===== src/rtl/mem_arbiter.sv =====
// Arbitrates instruction-fetch and data-stage requests onto one single-port memory.
// Data wins by default; a small guard hands the port to fetch after two back-to-back data grants.
module mem_arbiter #(
    parameter int MEM_LAT = 4,
    parameter int ADDR_W  = 32
) (
    input  logic              clk,
    input  logic              rst,
    input  logic              if_req,
    input  logic [ADDR_W-1:0] if_addr,
    output logic [31:0]       if_rdata,
    output logic              if_ready,
    input  logic              d_rd_en,
    input  logic              d_wr_en,
    input  logic [ADDR_W-1:0] d_addr,
    input  logic [31:0]       d_wdata,
    output logic [31:0]       d_rdata,
    output logic              d_ready,
    output logic [ADDR_W-1:0] mem_addr,
    output logic [31:0]       mem_wdata,
    output logic              mem_rd_en,
    output logic              mem_wr_en,
    input  logic [31:0]       mem_rdata,
    output logic              freeze,
    output logic [1:0]        fsm_state
);

    // Handshake: a requester raises its request (if_req, d_rd_en/d_wr_en) with stable
    // address/data and holds it until its ready pulses for one cycle; requests are only
    // sampled in IDLE, and a request still high after ready is a new transaction.
    typedef enum logic [1:0] {
        IDLE   = 2'd0,
        ACCESS = 2'd1,
        RESP   = 2'd2
    } state_t;

    state_t            state_q, state_d;
    logic [3:0]        cnt_q;
    logic [1:0]        starve_q;
    logic [ADDR_W-1:0] addr_q;
    logic [31:0]       wdata_q;
    logic              wr_q;
    logic              fetch_q;
    logic              data_req;
    logic              grant_data;
    logic              grant_fetch;
    logic              last_access;

    assign data_req    = d_rd_en | d_wr_en;
    assign last_access = (state_q == ACCESS) && (cnt_q == 4'(MEM_LAT - 1));

    always_comb begin
        state_d     = state_q;
        grant_data  = 1'b0;
        grant_fetch = 1'b0;
        case (state_q)
            IDLE: begin
                if (data_req && !(if_req && starve_q == 2'd2)) begin
                    grant_data = 1'b1;
                end else if (if_req) begin
                    grant_fetch = 1'b1;
                end
                if (grant_data || grant_fetch) begin
                    state_d = ACCESS;
                end
            end
            ACCESS: begin
                if (last_access) begin
                    state_d = RESP;
                end
            end
            RESP:    state_d = IDLE;
            default: state_d = IDLE;
        endcase
    end

    always_ff @(posedge clk) begin
        if (rst) begin
            state_q  <= IDLE;
            cnt_q    <= 4'd0;
            starve_q <= 2'd0;
            addr_q   <= '0;
            wdata_q  <= 32'd0;
            wr_q     <= 1'b0;
            fetch_q  <= 1'b0;
            if_rdata <= 32'd0;
            d_rdata  <= 32'd0;
        end else begin
            state_q <= state_d;
            if (state_q == ACCESS && !last_access) begin
                cnt_q <= cnt_q + 4'd1;
            end else begin
                cnt_q <= 4'd0;
            end
            if (grant_data) begin
                addr_q   <= d_addr;
                wdata_q  <= d_wdata;
                wr_q     <= d_wr_en;
                fetch_q  <= 1'b0;
                // Only data grants that made fetch wait count toward starvation.
                starve_q <= if_req ? starve_q + 2'd1 : 2'd0;
            end else if (grant_fetch) begin
                addr_q   <= if_addr;
                wdata_q  <= 32'd0;
                wr_q     <= 1'b0;
                fetch_q  <= 1'b1;
                starve_q <= 2'd0;
            end
            if (last_access && !wr_q) begin
                if (fetch_q) begin
                    if_rdata <= mem_rdata;
                end else begin
                    d_rdata <= mem_rdata;
                end
            end
        end
    end

    assign mem_rd_en = (state_q == ACCESS) && !wr_q;
    assign mem_wr_en = (state_q == ACCESS) && wr_q;
    assign mem_addr  = (state_q == ACCESS) ? {addr_q[ADDR_W-1:2], 2'b00} : '0;
    assign mem_wdata = (state_q == ACCESS) ? wdata_q : 32'd0;
    assign if_ready  = (state_q == RESP) && fetch_q;
    assign d_ready   = (state_q == RESP) && !fetch_q;
    assign freeze    = (data_req && !d_ready) || (if_req && !if_ready);
    assign fsm_state = state_q;

endmodule


===== config.mk =====
export PLATFORM = sky130hd
export DESIGN_NAME = mem_arbiter
export DESIGN_NICKNAME = d
export VERILOG_FILES = /design/src/rtl/mem_arbiter.sv
export SDC_FILE = /design/constraint.sdc
export NUM_CORES = 1
export LEC_CHECK = 0
export ABC_AREA = 1
export BUFFER_PORTS_ARGS = -buffer_cell sky130_fd_sc_hd__clkbuf_2
export CAP_MARGIN = 0
export CORE_UTILIZATION = 40
export DETAILED_ROUTE_END_ITERATION = 12
export PLACE_DENSITY = 0.74
export SLEW_MARGIN = 20
export SYNTH_ARGS = -nofsm -noshare
export SYNTH_HDL_FRONTEND = slang
export SYNTH_SLANG_ARGS = --single-unit

===== constraint.sdc =====
create_clock -name clk -period 1.7 [get_ports clk]
set_clock_uncertainty 0.05 [all_clocks]
set_input_delay 0.425 -clock clk [delete_from_list [all_inputs] [get_ports clk]]
set_output_delay 0.425 -clock clk [all_outputs]
set_load 0.02 [all_outputs]

After elaboration in Yosys (flattened, before gate mapping)
Index checks and enable logic that the tools add are counted.
{"block": "totals", "ff_bits": 138, "output_inout_bits": 135}
{"block": "op_classes", "addsub": 2, "eq_ne": 6, "mux": 21, "n_bitwise": 3, "n_reduce_logical": 26}
{"cell": "two-way mux 32 bit", "count": 6}
{"cell": "logical AND 1 bit", "count": 11}
{"cell": "two-way mux 2 bit", "count": 5}
{"cell": "two-way mux 1 bit", "count": 9}
{"cell": "logical NOT 1 bit", "count": 6}
{"cell": "AND reduction 2 bit", "count": 3}
{"cell": "adder 4 x 1 -> 4 bit, second input constant", "count": 1}
{"cell": "equality test 2 bit, second input constant", "count": 2}
{"cell": "equality test 4 x 2 -> 1 bit, second input constant", "count": 1}
{"cell": "!= test 2 bit, second input constant", "count": 2}
{"cell": "case mux 2 bit (2 select lines)", "count": 1}
{"cell": "OR reduction 2 bit", "count": 2}
{"cell": "adder 2 x 1 -> 2 bit, second input constant", "count": 1}
{"cell": "equality test 2 x 1 -> 1 bit, second input constant", "count": 1}
{"cell": "logical NOT 2 bit", "count": 1}
{"cell": "logical OR 1 bit", "count": 2}
{"cell": "NOT 1 bit", "count": 2}
{"cell": "nonzero test 2 bit", "count": 1}
{"cell": "OR 1 bit", "count": 1}

Logic depth before layout (Yosys ltp)
Gate-level depths: netlist of run 1.
{"block": "depth", "ltp_word": 9, "ltp_mapped": 9}

Worst setup path after synthesis of run 1
OpenSTA, ideal clock, no wires.
{"block": "synth_timing", "kind": "register to output", "startpoint": "register state_q[0] (netlist: fsm_state[0])", "endpoint": "output port mem_addr[10]", "arrival_time_ps": 1282, "required_time_ps": 1225, "path_slack_ps": -57, "stages_incl_launch_ff": 4, "n_path_buf": 1, "path_cell_list": "dfxtp_1 > nand2_1 > clkbuf_1 > nor2_1"}
{"block": "synth_via", "elab_chain_cells": 2}
{"item": "from (decl)", "line": "37", "source": "state_t state_q, state_d;"}
{"item": "from (signal assigned)", "line": "89", "source": "state_q <= state_d;"}
{"item": "equality test 2 x 1 -> 1 bit", "line": "121", "source": "assign mem_addr = (state_q == ACCESS) ? {addr_q[ADDR_W-1:2], 2'b00} : '0;"}
{"item": "two-way mux 32 bit", "line": "121"}
{"item": "to (decl)", "line": "19", "source": "output logic [ADDR_W-1:0] mem_addr,"}
Every way passes these cells.

Worst setup path after layout of run 1
{"block": "layout_timing", "startpoint": "register state_q[1] (netlist: fsm_state[1])", "endpoint": "output port mem_addr[10]"}
Same word-level chain as after synthesis.

==> impl_metrics.py, run 1 <==
metrics = {
    "status": {
        "status": "finished with violations",
        "failing_checks": "negative setup slack",
    },
    "place": {
        "placedInstanceArea_um2": 7880,
        "gp_congestion": 0.803,
        "dp_hpwl_mm": 11.4,
        "port_buffers": 261,
    },
    "worst_setup_path": {
        "reg2reg_depth": 8,
        "timing.reg2reg.setup_slack_ns": 0.13,
        "worst-path-max-fanout": 25,
        "regToRegStartpoint": "cnt_q[0]",
        "rr_endpoint": "if_rdata[19]",
        "crit_path_capture_type": "output pin",
        "cp.arrival_ns": 1.43,
        "criticalPathCategory": "register to output pin",
        "worst_setup_path_start_kind": "register",
        "required_ns": 1.22,
    },
    "detailed_routing": {
        "post_drt_wl_per_cell_um": 12.5,
        "total_drc_errors_in_the_routed_layout": 0,
        "antenna_violating_nets_post_route": 0,
        "routed_via_density": 4.64,
        "drt_iter0_drc": 356,
        "routed-via-count": 6712,
        "drtPass1Iterations": 5,
        "sum_of_routed_wire_length_over_all_layers_mm": 18.1,
    },
    "power": {
        "lkg_pwr_uw": 0.00449,
        "power.total_uw": 8860,
        "powerDensity_nw_per_um2": 966,
        "max-vdd-ir-drop_mv": 0.713,
    },
    "synth": {
        "synth.avg_cell_area_um2": 6.39,
        "synth_seq_cells": 136,
        "sequential_area_share_after_synthesis_pct": 43.4,
        "post_synth_inst_count": 982,
        "yosysWarningCount": 0,
        "synth.cell_area_um2": 6280,
        "synth_top_cells_by_area": "sky130_fd_sc_hd__dfxtp_1 (43%), sky130_fd_sc_hd__nor2_1 (14%), sky130_fd_sc_hd__nand2_1 (12%), sky130_fd_sc_hd__a21oi_1 (8.1%), sky130_fd_sc_hd__inv_1 (8.1%)",
        "yosys.area.top_type": "sky130_fd_sc_hd__dfxtp_1",
        "yosysTopAreaCellShare_pct": 43.4,
        "post_synth_num_cell_types": 23,
    },
    "layout": {
        "most-common-layout-cells": "sky130_fd_sc_hd__nand2_1 (201), sky130_fd_sc_hd__clkbuf_2 (194), sky130_fd_sc_hd__nor2_1 (189)",
        "finalInstanceArea_um2": 9160,
        "layout-area-overhead-vs-synth_pct": 45.9,
        "post_route_cells_drive_above_1_share_pct": 29.8,
        "antenna_cells_inserted": 0,
        "final_common_cell": "sky130_fd_sc_hd__nand2_1",
        "finish.net_count": 1358,
        "layout.core_utilization_pct": 60.0,
        "filler_cell_count": 1394,
    },
    "grt": {
        "grt_max_degree": 65,
        "gr-total-overflow": 0,
        "track_usage_pct": 21.9,
        "first_global_vias": 6063,
        "antenna_found_initial": 0,
        "grt_pass1_wl_mm": 28.5,
    },
    "timing": {
        "final_min_period_over_clock_period_pct": 112,
        "report.final.slew_viol_count": 0,
        "final.setup.tns_ns": -9.14,
        "fmax_mhz": 525,
        "final_report_setup_violation_count": 67,
        "final.hold.worst_slack_ns": 0.188,
        "normalized_max_slew_margin_pct": 56.2,
        "hold_viol_final": 0,
        "grt_setup_unrepaired": "yes",
        "setup_slack_ns": -0.203,
        "post-route-min-period_ns": 1.90,
        "worst_pin_slew_ns": 0.656,
    },
    "die": {
        "die_area_um2": 16200,
        "dieWidth_um": 127,
        "num_io_pins": 268,
        "floorplan.rows": 45,
        "start_util_pct": 41.2,
        "core_region_um2": 15300,
        "die_height_um": 127,
    },
    "cts": {
        "clock-root-buffer": "sky130_fd_sc_hd__clkbuf_16",
        "cts_tree": "built",
        "number_of_buffers_created_by_cts": 17,
        "worst_setup_hold_path_clk_slew_ns": 0.06,
        "insertion_delay_ns": 0.41,
        "cts.htree.levels": 4,
        "max-clock-path-buffers": 2,
        "tritoncts_num_sinks": 136,
        "holdBufCountCts": 0,
    },
    "min_path": {
        "hold_end": "wdata_q[7]",
        "hold_class": "primary input to register",
        "whs_path_depth": 3,
        "min_from": "d_wdata[7]",
    },
    "run": {
        "drv.max_cap_violation_count": 0,
    },
}
[registers in the layout, indices dropped and copies added (netlist names)]
name	flops
addr_q	30
cnt_q	4
d_rdata	32
fetch_q	1
fsm_state	2
if_rdata	32
starve_q	2
wdata_q	32
wr_q	1
[power breakdown]
part           internal, uW  total [uW]  switching, uW
sequential             3330        3410           76.2
clock                  2700        4090           1400
combinational           548        1360            810
[kinds of logic after synthesis]
family	synth area share [%]
compound gates	10.9
xor+xnor	0.139
fa+ha+maj	0.398
buf+inv	13.6
flops	43.4
other cells	0.0597
simple gates	31.5
[cells in the mapped netlist]
cell type / count
sky130_fd_sc_hd__nand3_1: 68
sky130_fd_sc_hd__inv_1: 135
sky130_fd_sc_hd__nor2_2: 1
sky130_fd_sc_hd__or2_2: 1
sky130_fd_sc_hd__o21ai_1: 3
sky130_fd_sc_hd__o21ai_2: 1
sky130_fd_sc_hd__o22ai_1: 1
sky130_fd_sc_hd__clkbuf_1: 29
sky130_fd_sc_hd__buf_1: 8
sky130_fd_sc_hd__buf_4: 19
sky130_fd_sc_hd__dfxtp_1: 136
sky130_fd_sc_hd__inv_2: 2
sky130_fd_sc_hd__buf_2: 12
sky130_fd_sc_hd__a21oi_1: 102
sky130_fd_sc_hd__a21oi_2: 1
sky130_fd_sc_hd__conb_1: 1
sky130_fd_sc_hd__nor3_1: 2
sky130_fd_sc_hd__nand2_1: 202
sky130_fd_sc_hd__nand4_1: 1
sky130_fd_sc_hd__xor2_1: 1
sky130_fd_sc_hd__o21ai_0: 27
sky130_fd_sc_hd__ha_1: 2
sky130_fd_sc_hd__nor2_1: 227
[how the worst max path moves through the flow]
stage	start	to	slack (ns)	depth (start not counted)
after floorplan	fsm_state[0]	mem_addr[10]	-0.06	3
after global placement	fsm_state[0]	mem_addr[31]	0.08	4
after detailed placement	fsm_state[0]	mem_addr[31]	0.08	4
after CTS	fsm_state[1]	mem_wdata[20]	-0.19	5
after global routing	fsm_state[1]	mem_addr[10]	-0.27	5
final	fsm_state[1]	mem_addr[10]	-0.20	5
[final cells by class]
cell class,count,area [um^2],share of cell area (%)
inverters,137,519,5.67
repair buffers,289,2090,22.9
clock buffers,22,464,5.07
multi-input cells,642,2900,31.6
flip-flops and latches,136,2730,29.8
well taps,211,264,2.88
clock inverters,10,190,2.08
[what timing repair did]
action / 4_1_cts / 5_1_grt
gates resized for setup: 114 / 103
pin swaps: 0 / 1
setup buffers: 3 / 1
setup endpoints to repair: 67 / 76
cloned: 2 / 1
[through the flow]
step / instances / setup slack, ns
2_1_floorplan: 983 / -0.0567
6_report: 1447 / -0.203
5_1_grt: 1447 / -0.272
3_3_place_gp: 1408 / 0.0752
4_1_cts: 1445 / -0.192
3_5_place_dp: 1408 / 0.0843
[per-layer routing]
layer | vias to the layer above | GRT usage (%) | part of all wire (%)
li1 | 3458 | - | -
met1 | 3002 | 26.5 | 43
met2 | 223 | 36.9 | 48
met3 | 29 | 6.49 | 7.0
met4 | 0 | 7.84 | 2.4
met5 | - | 0 | 0
[critical path, stage by stage (launching register included)]
cell and delay [ns]:
sky130_fd_sc_hd__dfxtp_4 0.37, sky130_fd_sc_hd__inv_6 0.08, sky130_fd_sc_hd__nand2_8 0.08, sky130_fd_sc_hd__buf_16 0.18, sky130_fd_sc_hd__nor2_1 0.13, sky130_fd_sc_hd__buf_4 0.17
Power figures use the tool's default switching activity.
==> inputs of run 2 (changes only) <==
- RECOVER_POWER: unset -> 50
==> run 2 against run 1 <==
The run still ends with negative setup slack left. Register-to-register slack is essentially flat. Worst setup slack lost 0.0029 ns. Sequential cell count is the same. Highest routed layer unchanged. First-iteration DRC count shrank 4.2%.
==> impl_metrics.py, run 2 (same netlist as run 1, synthesis figures left out) <==
metrics = {
    "detailed_routing": {
        "routed_via_density": 4.65,
        "antenna_violating_nets_post_route": 0,
        "post_drt_wl_per_cell_um": 12.5,
        "drt_iter0_drc": 341,
        "drtPass1Iterations": 5,
        "total_drc_errors_in_the_routed_layout": 0,
        "routed-via-count": 6722,
        "sum_of_routed_wire_length_over_all_layers_mm": 18.1,
    },
    "place": {
        "port_buffers": 261,
        "placedInstanceArea_um2": 7880,
        "place.detailed.instances": 1408,
        "gp_congestion": 0.803,
        "place_ws_ns": 0.0843,
        "dp_hpwl_mm": 11.4,
    },
    "worst_setup_path": {
        "critical_path.n_buffers_inverters": 3,
        "reg2reg_depth": 8,
        "rr_endpoint": "if_rdata[19]",
        "cp.arrival_ns": 1.43,
        "series_of_cell_instances_along_the_critical_path": "inv_6 -> nand2_8 -> buf_16 -> nor2_1 -> buf_4",
        "worst-path-stages": 5,
        "cp_slowest_stage_delay_ns": 0.37,
        "timing.reg2reg.setup_slack_ns": 0.14,
        "critical-path-top-delay-family": "buffers and inverters",
        "worst_path_max_delay_cell": "sky130_fd_sc_hd__dfxtp_4",
        "worst-path-max-fanout": 25,
        "required_ns": 1.22,
        "crit_path_capture_type": "output pin",
        "criticalPathCategory": "register to output pin",
        "worst_setup_path_start_kind": "register",
        "regToRegStartpoint": "cnt_q[0]",
    },
    "cts": {
        "clock-root-buffer": "sky130_fd_sc_hd__clkbuf_16",
        "max-clock-path-buffers": 2,
        "holdBufCountCts": 0,
        "number_of_buffers_created_by_cts": 17,
        "cts.htree.levels": 4,
        "tritoncts_num_sinks": 136,
        "worst_setup_hold_path_clk_slew_ns": 0.06,
        "cts_tree": "built",
        "insertion_delay_ns": 0.41,
    },
    "grt": {
        "gr-total-overflow": 0,
        "antenna_found_initial": 0,
        "first_global_vias": 6063,
        "grt_max_degree": 65,
        "track_usage_pct": 21.9,
        "grt_pass1_wl_mm": 28.5,
    },
    "layout": {
        "reg_top3": "d_rdata x32, if_rdata x32, wdata_q x32",
        "most-common-layout-cells": "sky130_fd_sc_hd__nand2_1 (201), sky130_fd_sc_hd__nor2_1 (189), sky130_fd_sc_hd__inv_1 (134)",
        "antenna_cells_inserted": 0,
        "post_route_cells_drive_above_1_share_pct": 24.5,
        "final_common_cell": "sky130_fd_sc_hd__nand2_1",
        "layout-area-overhead-vs-synth_pct": 44.5,
        "filler_cell_count": 1433,
        "layoutNonFillerInstCount": 1447,
        "finalInstanceArea_um2": 9070,
        "finish.net_count": 1358,
    },
    "min_path": {
        "hold_end": "wdata_q[7]",
        "whs_path_depth": 3,
        "hold_class": "primary input to register",
        "min_from": "d_wdata[7]",
    },
    "timing": {
        "worst_pin_slew_ns": 0.666,
        "final_min_period_over_clock_period_pct": 112,
        "normalized_max_slew_margin_pct": 55.6,
        "final_report_setup_violation_count": 67,
        "grt_setup_unrepaired": "yes",
        "report.final.slew_viol_count": 0,
        "final.hold.worst_slack_ns": 0.188,
        "fmax_mhz": 525,
        "setup_slack_ns": -0.206,
        "post-route-min-period_ns": 1.91,
        "hold_viol_final": 0,
    },
    "run": {
        "drv.max_cap_violation_count": 0,
    },
    "power": {
        "powerDensity_nw_per_um2": 974,
        "lkg_pwr_uw": 0.00427,
        "max-vdd-ir-drop_mv": 0.714,
    },
    "die": {
        "start_util_pct": 41.2,
        "core_region_um2": 15300,
        "num_io_pins": 268,
        "floorplan.rows": 45,
        "dieWidth_um": 127,
        "die_area_um2": 16200,
        "die_height_um": 127,
    },
    "status": {
        "failing_checks": "negative setup slack",
        "status": "finished with violations",
    },
}
run 2: area by class of cell:
type / count / area, um^2 / area share, %
inverters: 137 / 519 / 5.72
multi-input cells: 642 / 2900 / 31.9
clock buffers: 22 / 464 / 5.12
well taps: 211 / 264 / 2.91
clock inverters: 10 / 190 / 2.10
flip-flops and latches: 136 / 2730 / 30.1
repair buffers: 289 / 2010 / 22.1
run 2: worst max path at each step:
stage               endpoint    startpoint
2_1_floorplan   mem_addr[10]  fsm_state[0]
3_3_place_gp    mem_addr[31]  fsm_state[0]
3_5_place_dp    mem_addr[31]  fsm_state[0]
4_1_cts        mem_wdata[20]  fsm_state[1]
5_1_grt         mem_addr[10]  fsm_state[1]
6_report        mem_addr[10]  fsm_state[1]
run 2: where the power goes:
group,internal (uW),leakage (uW),switching (uW)
logic,542,0.00284,804
clock network,2700,0.000319,1390
registers,3330,0.00111,75.9
run 2: through the flow:
step	TNS, ns	utilization [%]	power [uW]
after detailed placement	0	51.6	4620
after floorplan	-3.40	-	4190
final	-9.17	59.5	8840
after global routing	-13.33	59.5	9200
after CTS	-11.31	58.8	8840
after global placement	0	51.6	4610
run 2: worst register-to-register path, cell delays in order, from the launching register on:
cell                      delay (ns)
sky130_fd_sc_hd__dfxtp_1        0.35
sky130_fd_sc_hd__ha_1           0.18
sky130_fd_sc_hd__nand2_1        0.15
sky130_fd_sc_hd__nor2_4         0.16
sky130_fd_sc_hd__buf_12         0.17
sky130_fd_sc_hd__buf_12         0.18
sky130_fd_sc_hd__nand3_1        0.09
sky130_fd_sc_hd__nand2_1        0.09
sky130_fd_sc_hd__nor2_1         0.04
run 2: layer usage:
| metal | track usage [%] | vias up | part of all wire (%) |
|---|---|---|---|
| met3 | 6.49 | 29 | 7.3 |
| met1 | 26.5 | 2999 | 42 |
| met2 | 36.9 | 237 | 49 |
| li1 | - | 3457 | - |
| met4 | 7.84 | 0 | 2.4 |
| met5 | 0 | - | 0 |
run 2: repair_timing:
item | CTS | global route
resized for setup | 114 | 103
pin swaps | 0 | 1
endpoints found under the setup margin | 67 | 76
cloned | 2 | 1
setup buffers | 3 | 1
hold endpoints to repair | 0 | 0
==> inputs of run 3 (changes only) <==
- REMOVE_ABC_BUFFERS: unset -> 1
==> run 3 against run 2 <==
The flow still finishes with violations (negative setup slack). Final area rose by 1.9%. Die area stayed put. Combinational power rose by 4%. Critical path type unchanged. Via count is 0.25% lower. Global-route usage down 0.11 points. Core utilization is 1.2 points higher. First-iteration DRC count grew 8.5%. Highest routed layer unchanged. Count of clock-buffer cells in the layout is 4 lower. Cell count grew 0.55%.
==> impl_metrics.py, run 3 (same netlist as run 1, synthesis figures left out) <==
metrics = {
    "worst_setup_path": {
        "series_of_cell_instances_along_the_critical_path": "inv_6 -> nand2_8 -> buf_12 -> nor2_2 -> clkbuf_8",
        "crit_path_capture_type": "output pin",
        "critical-path-top-delay-family": "buffers and inverters",
        "required_ns": 1.22,
        "worstSetupStartpoint": "fsm_state[1]",
        "worst-path-max-fanout": 10,
        "cp.arrival_ns": 1.39,
        "regToRegStartpoint": "fsm_state[1]",
        "critical_path.n_buffers_inverters": 3,
        "worst_setup_path_start_kind": "register",
        "cp_slowest_stage_delay_ns": 0.36,
        "worst_path_max_delay_cell": "sky130_fd_sc_hd__dfxtp_4",
        "criticalPathCategory": "register to output pin",
    },
    "layout": {
        "filler_cell_count": 1380,
        "multi_input_area_um2": 2970,
        "layout.core_utilization_pct": 60.6,
        "finish.net_count": 1366,
        "post_route_cells_drive_above_1_share_pct": 31.3,
        "finalInstanceArea_um2": 9250,
        "most-common-layout-cells": "sky130_fd_sc_hd__nand2_1 (200), sky130_fd_sc_hd__clkbuf_2 (194), sky130_fd_sc_hd__nor2_1 (187)",
        "reg_top3": "d_rdata x32, if_rdata x32, wdata_q x32",
        "antenna_cells_inserted": 0,
        "layout-area-overhead-vs-synth_pct": 47.3,
        "final_common_cell": "sky130_fd_sc_hd__nand2_1",
        "ff_latch_area_um2": 2730,
    },
    "timing": {
        "final.setup.tns_ns": -8.60,
        "final.hold.worst_slack_ns": 0.180,
        "setup_slack_ns": -0.161,
        "hold_viol_final": 0,
        "grt_setup_unrepaired": "yes",
        "report.final.slew_viol_count": 0,
        "final_min_period_over_clock_period_pct": 109,
        "worst_pin_slew_ns": 0.559,
        "fmax_mhz": 537,
        "normalized_max_slew_margin_pct": 62.7,
        "post-route-min-period_ns": 1.86,
        "final_report_setup_violation_count": 68,
    },
    "detailed_routing": {
        "drtPass1Iterations": 5,
        "total_drc_errors_in_the_routed_layout": 0,
        "drt_iter0_drc": 370,
        "sum_of_routed_wire_length_over_all_layers_mm": 18.0,
        "routed-via-count": 6705,
        "antenna_violating_nets_post_route": 0,
        "routed_via_density": 4.61,
        "post_drt_wl_per_cell_um": 12.4,
    },
    "die": {
        "floorplan.rows": 45,
        "start_util_pct": 41.2,
        "dieWidth_um": 127,
        "num_io_pins": 268,
        "die_area_um2": 16200,
        "core_region_um2": 15300,
        "die_height_um": 127,
    },
    "power": {
        "power_switching_share_pct": 28.8,
        "p_int_uw": 5990,
        "powerDensity_nw_per_um2": 908,
        "lkg_pwr_uw": 0.00452,
        "share_comb_of_total_power_pct": 16.6,
        "clockPowerShare_pct": 42.8,
        "power_switching_uw": 2420,
        "share_seq_of_total_power_pct": 40.5,
        "max-vdd-ir-drop_mv": 0.641,
    },
    "grt": {
        "gr-total-overflow": 0,
        "track_usage_pct": 21.8,
        "antenna_found_initial": 0,
        "grt_max_degree": 65,
        "grt_pass1_wl_mm": 28.3,
        "first_global_vias": 5953,
    },
    "place": {
        "placedInstanceArea_um2": 7890,
        "gp_congestion": 0.777,
        "place_ws_ns": 0.0708,
        "port_buffers": 261,
        "dp_hpwl_mm": 11.3,
    },
    "cts": {
        "tritoncts_num_sinks": 136,
        "number_of_buffers_created_by_cts": 17,
        "worst_setup_hold_path_clk_slew_ns": 0.06,
        "clock-root-buffer": "sky130_fd_sc_hd__clkbuf_16",
        "insertion_delay_ns": 0.42,
        "cts_tree": "built",
        "cts.htree.levels": 4,
        "max-clock-path-buffers": 2,
    },
    "min_path": {
        "hold_class": "primary input to register",
        "min_from": "d_wdata[11]",
    },
    "status": {
        "failing_checks": "negative setup slack",
        "status": "finished with violations",
    },
    "run": {
        "drv.max_cap_violation_count": 0,
    },
}
==> run 3: path summary, 6_finish.rpt <==
path	endpoint	slack (ns)	cells past startpoint
min reg2reg	cnt_q[0]	0.40	1
min	wdata_q[11]	0.18	3
max reg2reg	if_rdata[11]	-0.02	11
max	mem_addr[12]	-0.16	5
==> run 3: layer usage <==
metal / share of wire, % / wire length, um / vias up / global-route usage (%)
li1: - / - / 3488 / -
met1: 43 / 7780 / 2978 / 26.2
met2: 48 / 8730 / 221 / 36.6
met3: 6.9 / 1250 / 18 / 6.91
met4: 1.4 / 256 / 0 / 7.77
met5: 0 / 0 / - / 0
==> run 3: timing repair <==
| action | in CTS | in global routing |
|---|---|---|
| endpoints found under the hold margin | 0 | 0 |
| setup endpoints to repair | 67 | 67 |
| buffers inserted | 4 | 4 |
| hold buffers | 0 | 0 |
| cloned | 2 | 0 |
| gates resized for setup | 144 | 103 |
==> run 3: layout make-up <==
cell class,instances,share of cell area [%]
Multi-Input combinational cell,642,32.1
Sequential cell,136,29.5
Timing Repair Buffer,297,23.6
Inverter,137,5.61
Clock buffer,18,4.75
Tap cell,211,2.85
Clock inverter,14,1.50
==> run 3: power by group through the flow <==
| stage | logic (uW) | registers [uW] | clock network [uW] |
|---|---|---|---|
| detailed placement | 1160 | 3470 | 0 |
| finish | 1400 | 3410 | 3600 |
| global route | 1540 | 3420 | 3830 |
| global placement | 1160 | 3460 | 0 |
| floorplan | 650 | 3470 | 0 |
| CTS | 1340 | 3400 | 3670 |
==> run 3: metrics by stage <==
step,power [uW],std cells
after floorplan,4120,915
after global placement,4620,1413
after detailed placement,4630,1413
after CTS,8410,1451
after global routing,8800,1455
final,8400,1455
==> run 3: worst reg2reg max path: cells and delay by family, from the launching register on <==
kind	cells	cell delay, ns
buf+inv	6	0.80
simple gates	5	0.38
flops	1	0.36
